<file path="src/rtl/result_collector_pkg.sv">
`default_nettype none
// ============================================================================
//  Module      : pkg_resultCollector
//  Description : Shared types and helpers for the result collector: the state
//                encoding, the core-index width helper and the queue-word
//                packing function.
//  Revision    : 1.0 - initial release
// ============================================================================
package pkg_resultCollector;

    // Collector states, explicit 2-bit encoding
    typedef enum logic [1:0] {
        S_Idle    = 2'd0,
        S_Capture = 2'd1,
        S_Drain   = 2'd2,
        S_Exit    = 2'd3
    } STATES_t;

    // Widest queue word the packing helper can build
    localparam int c_PACK_MAX_W = 128;

    // Width of a core index, never narrower than one bit
    function automatic int core_idx_w(input int n);
        return (n <= 2) ? 1 : $clog2(n);
    endfunction

    // Packs {x, y, scale} LSB-aligned; the caller truncates to its word width.
    // Inputs are expected to be zero-extended already.
    function automatic logic [c_PACK_MAX_W-1:0] pack_word(
        input logic [c_PACK_MAX_W-1:0] x,
        input logic [c_PACK_MAX_W-1:0] y,
        input logic [c_PACK_MAX_W-1:0] scale,
        input int                      y_w,
        input int                      scale_w
    );
        return (x << (y_w + scale_w)) | (y << scale_w) | scale;
    endfunction

endpackage
`default_nettype wire

</file>
<file path="src/rtl/result_collector_lowest_set_idx.sv">
`default_nettype none
// ============================================================================
//  Module      : lowest_set_idx
//  Description : Combinational priority encoder returning the index of the
//                lowest set bit of a vector, plus an any-bit-set flag.
//  Revision    : 1.0 - initial release
// ============================================================================
module lowest_set_idx #(
    parameter int WIDTH = 8,
    parameter int IDX_W = 3
) (
    input  logic [WIDTH-1:0] vec,
    output logic [IDX_W-1:0] index,
    output logic             any
);

    // Scan from the top down so the lowest set bit is the last one to win
    always_comb begin
        index = '0;
        any   = 1'b0;
        for (int i = WIDTH - 1; i >= 0; i--) begin
            if (vec[i]) begin
                index = IDX_W'(i);
                any   = 1'b1;
            end
        end
    end

endmodule
`default_nettype wire

</file>
<file path="src/rtl/result_collector.sv">
`default_nettype none
// ============================================================================
//  Module      : result_collector
//  Description : Captures one pass/fail vector per batch from all classifier
//                cores, then writes one queue word per passing core (lowest
//                index first, one per non-full cycle). A start with exit set
//                writes a single end-of-stream word instead.
//                Optional macro RESULT_COLLECTOR_HITCOUNT_EN: the end-of-stream
//                word carries a saturating count of hits written since the
//                previous end-of-stream word; otherwise it is all ones.
//  Revision    : 1.0 - initial release
// ============================================================================
module result_collector
    import pkg_resultCollector::*;
#(
    parameter int CORES   = 8,
    parameter int X_W     = 10,
    parameter int Y_W     = 10,
    parameter int SCALE_W = 5,
    parameter int DATA_W  = 32
) (
    input  logic               clk,
    input  logic               reset,
    input  logic               ctl_start,
    input  logic               ctl_exit,
    input  logic [X_W-1:0]     ctl_x,
    input  logic [Y_W-1:0]     ctl_y,
    input  logic [SCALE_W-1:0] ctl_scale,
    output logic               ctl_ready,
    input  logic [CORES-1:0]   core_valid,
    input  logic [CORES-1:0]   core_passfail,
    output logic               core_taken,
    input  logic               q_full,
    output logic               q_we,
    output logic [DATA_W-1:0]  q_data
);

    localparam int c_CORE_IDX_W = core_idx_w(CORES);

    // Reject configurations the word packing cannot represent
    generate
        if (DATA_W < X_W + Y_W + SCALE_W || DATA_W > c_PACK_MAX_W ||
            CORES < 1 || CORES > 64) begin : g_param_check
            $error("result_collector: illegal CORES/DATA_W/field-width combination");
        end
    endgenerate

    STATES_t                 r_state;
    logic [CORES-1:0]        r_mask;
    logic [X_W-1:0]          r_x;
    logic [Y_W-1:0]          r_y;
    logic [SCALE_W-1:0]      r_scale;
    logic                    r_q_we;
    logic [DATA_W-1:0]       r_q_data;

    logic [c_CORE_IDX_W-1:0] w_idx;
    logic                    w_any;
    logic                    w_all_valid;
    logic [CORES-1:0]        w_onehot;
    logic [CORES-1:0]        w_mask_next;
    logic [X_W+c_CORE_IDX_W-1:0] w_x_wide;
    logic [X_W-1:0]          w_x_sum;
    logic [DATA_W-1:0]       w_hit_word;
    logic [DATA_W-1:0]       w_exit_word;

    lowest_set_idx #(
        .WIDTH (CORES),
        .IDX_W (c_CORE_IDX_W)
    ) u_lsb (
        .vec   (r_mask),
        .index (w_idx),
        .any   (w_any)
    );

    assign w_all_valid = &core_valid;
    assign w_onehot    = CORES'(1) << w_idx;
    assign w_mask_next = r_mask & ~w_onehot;

    // Core x plus lane index, wrapping at the x field width
    assign w_x_wide = {{c_CORE_IDX_W{1'b0}}, r_x} + {{X_W{1'b0}}, w_idx};
    assign w_x_sum  = w_x_wide[X_W-1:0];

    assign w_hit_word = DATA_W'(pack_word(c_PACK_MAX_W'(w_x_sum),
                                          c_PACK_MAX_W'(r_y),
                                          c_PACK_MAX_W'(r_scale),
                                          Y_W, SCALE_W));

`ifdef RESULT_COLLECTOR_HITCOUNT_EN
    logic [DATA_W-2:0] r_hit_cnt;

    // Count hits written since the last end-of-stream word, saturating
    always_ff @(posedge clk or posedge reset) begin
        if (reset) begin
            r_hit_cnt <= '0;
        end else if (r_state == S_Exit && !q_full) begin
            r_hit_cnt <= '0;
        end else if (r_state == S_Drain && !q_full && w_any && r_hit_cnt != '1) begin
            r_hit_cnt <= r_hit_cnt + {{(DATA_W-2){1'b0}}, 1'b1};
        end
    end

    assign w_exit_word = {1'b1, r_hit_cnt};
`else
    assign w_exit_word = '1;
`endif

    // Batch sequencing: latch controls, capture the vector, drain hits, exit
    always_ff @(posedge clk or posedge reset) begin
        if (reset) begin
            r_state  <= S_Idle;
            r_mask   <= '0;
            r_x      <= '0;
            r_y      <= '0;
            r_scale  <= '0;
            r_q_we   <= 1'b0;
            r_q_data <= '0;
        end else begin
            r_q_we <= 1'b0;
            case (r_state)
                S_Idle: begin
                    if (ctl_start) begin
                        if (ctl_exit) begin
                            r_state <= S_Exit;
                        end else begin
                            r_x     <= ctl_x;
                            r_y     <= ctl_y;
                            r_scale <= ctl_scale;
                            r_state <= S_Capture;
                        end
                    end
                end
                S_Capture: begin
                    if (w_all_valid) begin
                        r_mask  <= core_passfail;
                        r_state <= (core_passfail == '0) ? S_Idle : S_Drain;
                    end
                end
                S_Drain: begin
                    if (!w_any) begin
                        r_state <= S_Idle;
                    end else if (!q_full) begin
                        r_q_we   <= 1'b1;
                        r_q_data <= w_hit_word;
                        r_mask   <= w_mask_next;
                        if (w_mask_next == '0) begin
                            r_state <= S_Idle;
                        end
                    end
                end
                S_Exit: begin
                    if (!q_full) begin
                        r_q_we   <= 1'b1;
                        r_q_data <= w_exit_word;
                        r_state  <= S_Idle;
                    end
                end
                default: r_state <= S_Idle;
            endcase
        end
    end

    assign ctl_ready  = (r_state == S_Idle);
    assign core_taken = (r_state == S_Capture) && w_all_valid;
    assign q_we       = r_q_we;
    assign q_data     = r_q_data;

endmodule
`default_nettype wire
</file>
<file path="config.mk">
export PLATFORM = sky130hd
export DESIGN_NAME = result_collector
export DESIGN_NICKNAME = d
export VERILOG_FILES = /design/src/rtl/result_collector_pkg.sv /design/src/rtl/result_collector_lowest_set_idx.sv /design/src/rtl/result_collector.sv
export SDC_FILE = /design/constraint.sdc
export NUM_CORES = 1
export LEC_CHECK = 0
export BUFFER_PORTS_ARGS = -buffer_cell sky130_fd_sc_hd__buf_2
export CORE_ASPECT_RATIO = 0.9
export CORE_MARGIN = 2
export CORE_UTILIZATION = 40
export CTS_CLUSTER_DIAMETER = 100
export DETAILED_ROUTE_END_ITERATION = 10
export PLACE_DENSITY_LB_ADDON = 0.1
export SLEW_MARGIN = 20
export SYNTH_ARGS = -nofsm -noshare
export SYNTH_HDL_FRONTEND = slang
export SYNTH_HIERARCHICAL = 1
export SYNTH_SLANG_ARGS = --single-unit
</file>
<file path="constraint.sdc">
create_clock -name clk -period 6.3 [get_ports clk]
set_clock_uncertainty 0.05 [all_clocks]
set_input_delay 1.89 -clock clk [delete_from_list [all_inputs] [get_ports clk]]
set_output_delay 1.89 -clock clk [all_outputs]
set_load 0.01 [all_outputs]
</file>
After elaboration in Yosys (flattened, before gate mapping)
Cells that the tools add are included.
Widths: inputs -> output; s select.
Word-level totals
  register bits: 68
  input bits: 46
  output and inout bits: 35
  word-level logic and storage cells: 71
Cells by class
  add/subtract/negate cells: 1
  equal/unequal tests: 10
  shift-type cells: 1
  multiplexer cells: 36
  bitwise gates (word level): 5
  reductions and logical operators: 11
Operator list (count)
  $mux 32: 3
  $pmux 32 s2: 1
  $or 25x15->25: 1
  $or 25x5->25: 1
  $mux 3: 8
  $mux 8: 3
  $logic_not 8->1: 2
  $mux 2: 8
  $pmux 8 s2: 1
  $add 10x3->10: 1
  $mux 1: 10
  $ne 2x2->1 const B: 5
  $and 8x8->8: 1
  $not 8->8: 1
  $pmux 2 s4: 1
  $reduce_and 4->1: 2
  $reduce_and 8->1: 1
  $shl 1x3->8 const A: 1
  $ne 3x3->1 const B: 2
  $reduce_and 5->1: 1
  $eq 2x2->1 const B: 2
  $reduce_bool 2->1: 2
  $reduce_and 3->1: 1
  $eq 2x1->1 const B: 1
  4 further kinds: 4

Depth between registers and ports, before layout
  depth in word-level cells: 16
  mapped depth: 10
  mapped depth without buffers: 10

Modules after synthesis
The synthesis kept the hierarchy.
Modules (own cells, without submodules)
  result_collector: instances 1, cells each 244, area an instance 3016.6 sq um, sequential area each 1551.5 sq um
  lowest_set_idx: instances 1, cells each 13, area an instance 80.1 sq um, sequential area each 0.0 sq um

Worst setup path after synthesis
Ideal clock, no wire load.
  path kind: input to output
  from: in core_valid[2]
  to: out core_taken
  data arrival time: 2.536 ns
  data required time: 4.360 ns
  setup slack: 1.824 ns
  stages on the path: 2
  buffers on the path: 0
  path through: nand4_1 nor4_4
On the way
  cells in the longest elaborated chain, start to end: 2
RTL lines
  start, declared: RTL line result_collector.sv:30  | input logic [CORES-1:0] core_valid,
  $reduce_and 8->1: RTL line result_collector.sv:75  | assign w_all_valid = &core_valid;
  $logic_and 1x1->1: RTL line result_collector.sv:163  | assign core_taken = (r_state == S_Capture) && w_all_valid;
  end, declared: RTL line result_collector.sv:32  | output logic core_taken,
Every way passes these cells.

Final worst setup path
Ends and elaborated chain as after synthesis.

==> results.json <==
{
  "outcome": "finished clean",
  "holdPathEnd": "q_data[15]$_DFFE_PP0P_",
  "finalSetupTns_ns": 0,
  "drc_errors": 0,
  "clock_latency_ns": 0.33,
  "area_delta_synth_final_pct": 18.26,
  "grt_max_degree": 63,
  "nets": 383,
  "worst_slew_margin_rel": 0.2977,
  "yosysTopAreaCell": "dfrtp_1",
  "syn_area_per_cell_sq_um": 12.05,
  "rr_worst_depth": 6,
  "num_vias": 2175,
  "hp-start": "q_data[15]$_DFFE_PP0P_",
  "cts_buffer_depth": 2,
  "timing.rr.end": "q_data[24]$_DFFE_PP0P_",
  "overflow": 0,
  "cts_buffers": 9,
  "vias_per_cell": 5.046,
  "synth_top_area_frac": 0.5010,
  "synth_seq_area_share": 0.5010,
  "post-route-util": 0.4878,
  "synth.area.top_cells": "dfrtp_1 (50%), mux2_4 (8.7%), o22a_1 (4.5%), nor2_1 (2.8%), a22o_1 (2.3%)",
  "drive_gt1_frac": 0.4000,
  "drv_slew": 0,
  "dieArea_sq_um": 8462,
  "setup_viol": 0,
  "ios": 81,
  "r2r_setup_slack_ns": 3.38,
  "ant_nets": 0,
  "worstSetupEndpointType": "output pin",
  "synthCells": 257,
  "finalCriticalPeriod_ns": 4.851,
  "cts_htree_levels": 3,
  "cts_setup_buffers": 0,
  "p_per_area_nw_per_um2": 438.1,
  "fillers": 759,
  "hold_viol": 0,
  "maxCapViolations": 0,
  "layout_commonest_cell": "buf_2",
  "firstDrtPassIters": 4,
  "clkTransAtPathRegs_ns": 0.06,
  "dpl.hpwl_mm": 4.562,
  "worstSetupStartpointType": "primary input",
  "ys_seq_elements": 62,
  "gp_congestion": 0.8059,
  "io_buffers": 80,
  "cts_tree": "yes",
  "synth_nets": 307,
  "antenna_found_initial": 0,
  "ctsHoldBuffers": 0,
  "wirelength_mm": 6.672,
  "coreArea_sq_um": 7507,
  "cts_resized": 0,
  "antennaDiodeCount": 0,
  "tightest_slew_ns": 1.050,
  "wire_per_inst_um": 15.48,
  "die_w_um": 96.75,
  "leakage_nw": 1.567,
  "critPathKind": "primary input to output pin",
  "rows": 30,
  "synth.distinct_cells": 49,
  "hp-class": "flop to flop",
  "worstPathArrival_ns": 2.91,
  "final_cell_mix": "buf_2 (80), dfrtp_1 (62), nor2_1 (23)",
  "cts_root_buf": "clkbuf_8",
  "synth-warning-count": 6,
  "drt_iter0_markers": 47,
  "cts_sinks": 62,
  "grt_first_pass_wirelength_mm": 11.36,
  "grt_util_all_layers": 0.1709,
  "initial_core_util": 0.4125,
  "crit_required_ns": 4.36,
  "vdd_drop_max_v": 0.0001751,
  "regToRegStartpoint": "r_mask[2]$_DFFE_PP0P_",
  "fp.dieH_um": 87.47,
  "fmax_mhz": 206.1,
  "crit_path_max_fanout": 9,
  "final.period_utilization": 0.7700,
  "rsz0062_at_grt": "false",
  "synth_area_sq_um": 3097,
  "hold_path_depth": 1,
  "grt_pass1_vias": 2248
}
critical path, stage by stage:
cell	delay, ns
buf_2	0.07
nand4_1	0.26
nor4_4	0.46
buf_2	0.22
logic make-up (layout without fill, tap and decap cells):
kind of cell	Yosys count	count (layout)	synth area share
DFF	62	62	0.5010
and+or+nand+nor	67	67	0.1370
muxes	24	24	0.1091
adders and majority gates	4	4	0.01859
AOI/OAI and AO/OA	67	67	0.1580
buffers and inverters	28	106	0.06222
xor gates and xnor gates	5	5	0.01414
sequential cells by signal, summed over array words and instances (netlist names):
signal   flops
r_mask       8
r_x         10
q_data      26
r_state      2
q_we         1
r_y         10
r_scale      5
worst max-delay path by stage:
| stage | from | endpoint | slack, ns | cells past startpoint |
|---|---|---|---|---|
| floorplan | core_valid[2] | core_taken | 1.82 | 2 |
| global route | core_valid[0] | core_taken | 1.31 | 4 |
| CTS | core_valid[2] | core_taken | 1.44 | 4 |
| finish | core_valid[2] | core_taken | 1.45 | 4 |
| global placement | core_valid[2] | core_taken | 1.46 | 4 |
| detailed placement | core_valid[2] | core_taken | 1.44 | 4 |
metal layers:
layer,part of all wire,vias up,track usage,routed length [um]
met5,0,-,0,0
met4,0.0087,0,0.05762,58
met1,0.48,1027,0.2265,3171
met3,0.050,7,0.05618,336
met2,0.47,50,0.2664,3105
li1,-,1091,-,-
final cells by class:
type | count | area [sq um] | area share
sequential | 62 | 1551 | 0.4236
multi-input combinational | 167 | 1360 | 0.3714
timing repair buffer | 84 | 430.4 | 0.1175
clock buffer | 11 | 151.4 | 0.04134
tap | 96 | 120.1 | 0.03280
inverter | 9 | 38.79 | 0.01059
clock inverter | 2 | 10.01 | 0.002733
metrics by stage:
step / instance area (sq um) / total power [mW] / cells / hold WS (ns) / worst slack [ns]
after CTS: 3662 / 1.631 / 431 / 0.4410 / 1.436
after global placement: 3501 / 1.305 / 418 / 0.4169 / 1.464
after floorplan: 3097 / 1.154 / 257 / 0.4279 / 1.824
after global routing: 3662 / 1.739 / 431 / 0.4601 / 1.315
after detailed placement: 3501 / 1.319 / 418 / 0.4228 / 1.442
final: 3662 / 1.605 / 431 / 0.4339 / 1.449
report_power, final:
| group | internal (mW) | switching, mW | total (mW) |
|---|---|---|---|
| clock | 0.156 | 0.142 | 0.298 |
| combinational | 0.310 | 0.296 | 0.606 |
| sequential | 0.565 | 0.136 | 0.700 |
| total | 1.03 | 0.573 | 1.60 |
Yosys cell counts (all sizes together):
library cell	count
nand2	7
nand2b	1
a22o	9
nor2b	3
nor4	6
nor3b	2
buf	18
fa	1
nor4b	2
a211oi	3
and3	3
and4b	1
o41ai	3
clkbuf	1
ha	3
nor3	7
or3	3
a31oi	5
dfrtp	62
a21o	1
and4	1
a21oi	11
mux2	24
inv	9
a311oi	1
nor2	24
xor2	5
nand3	1
o21bai	1
o2111ai	1
o22a	16
nand4bb	1
nor4bb	2
nand4	3
o21ai	15
o211ai	1
No activity file was read; power rests on OpenSTA's default activity.
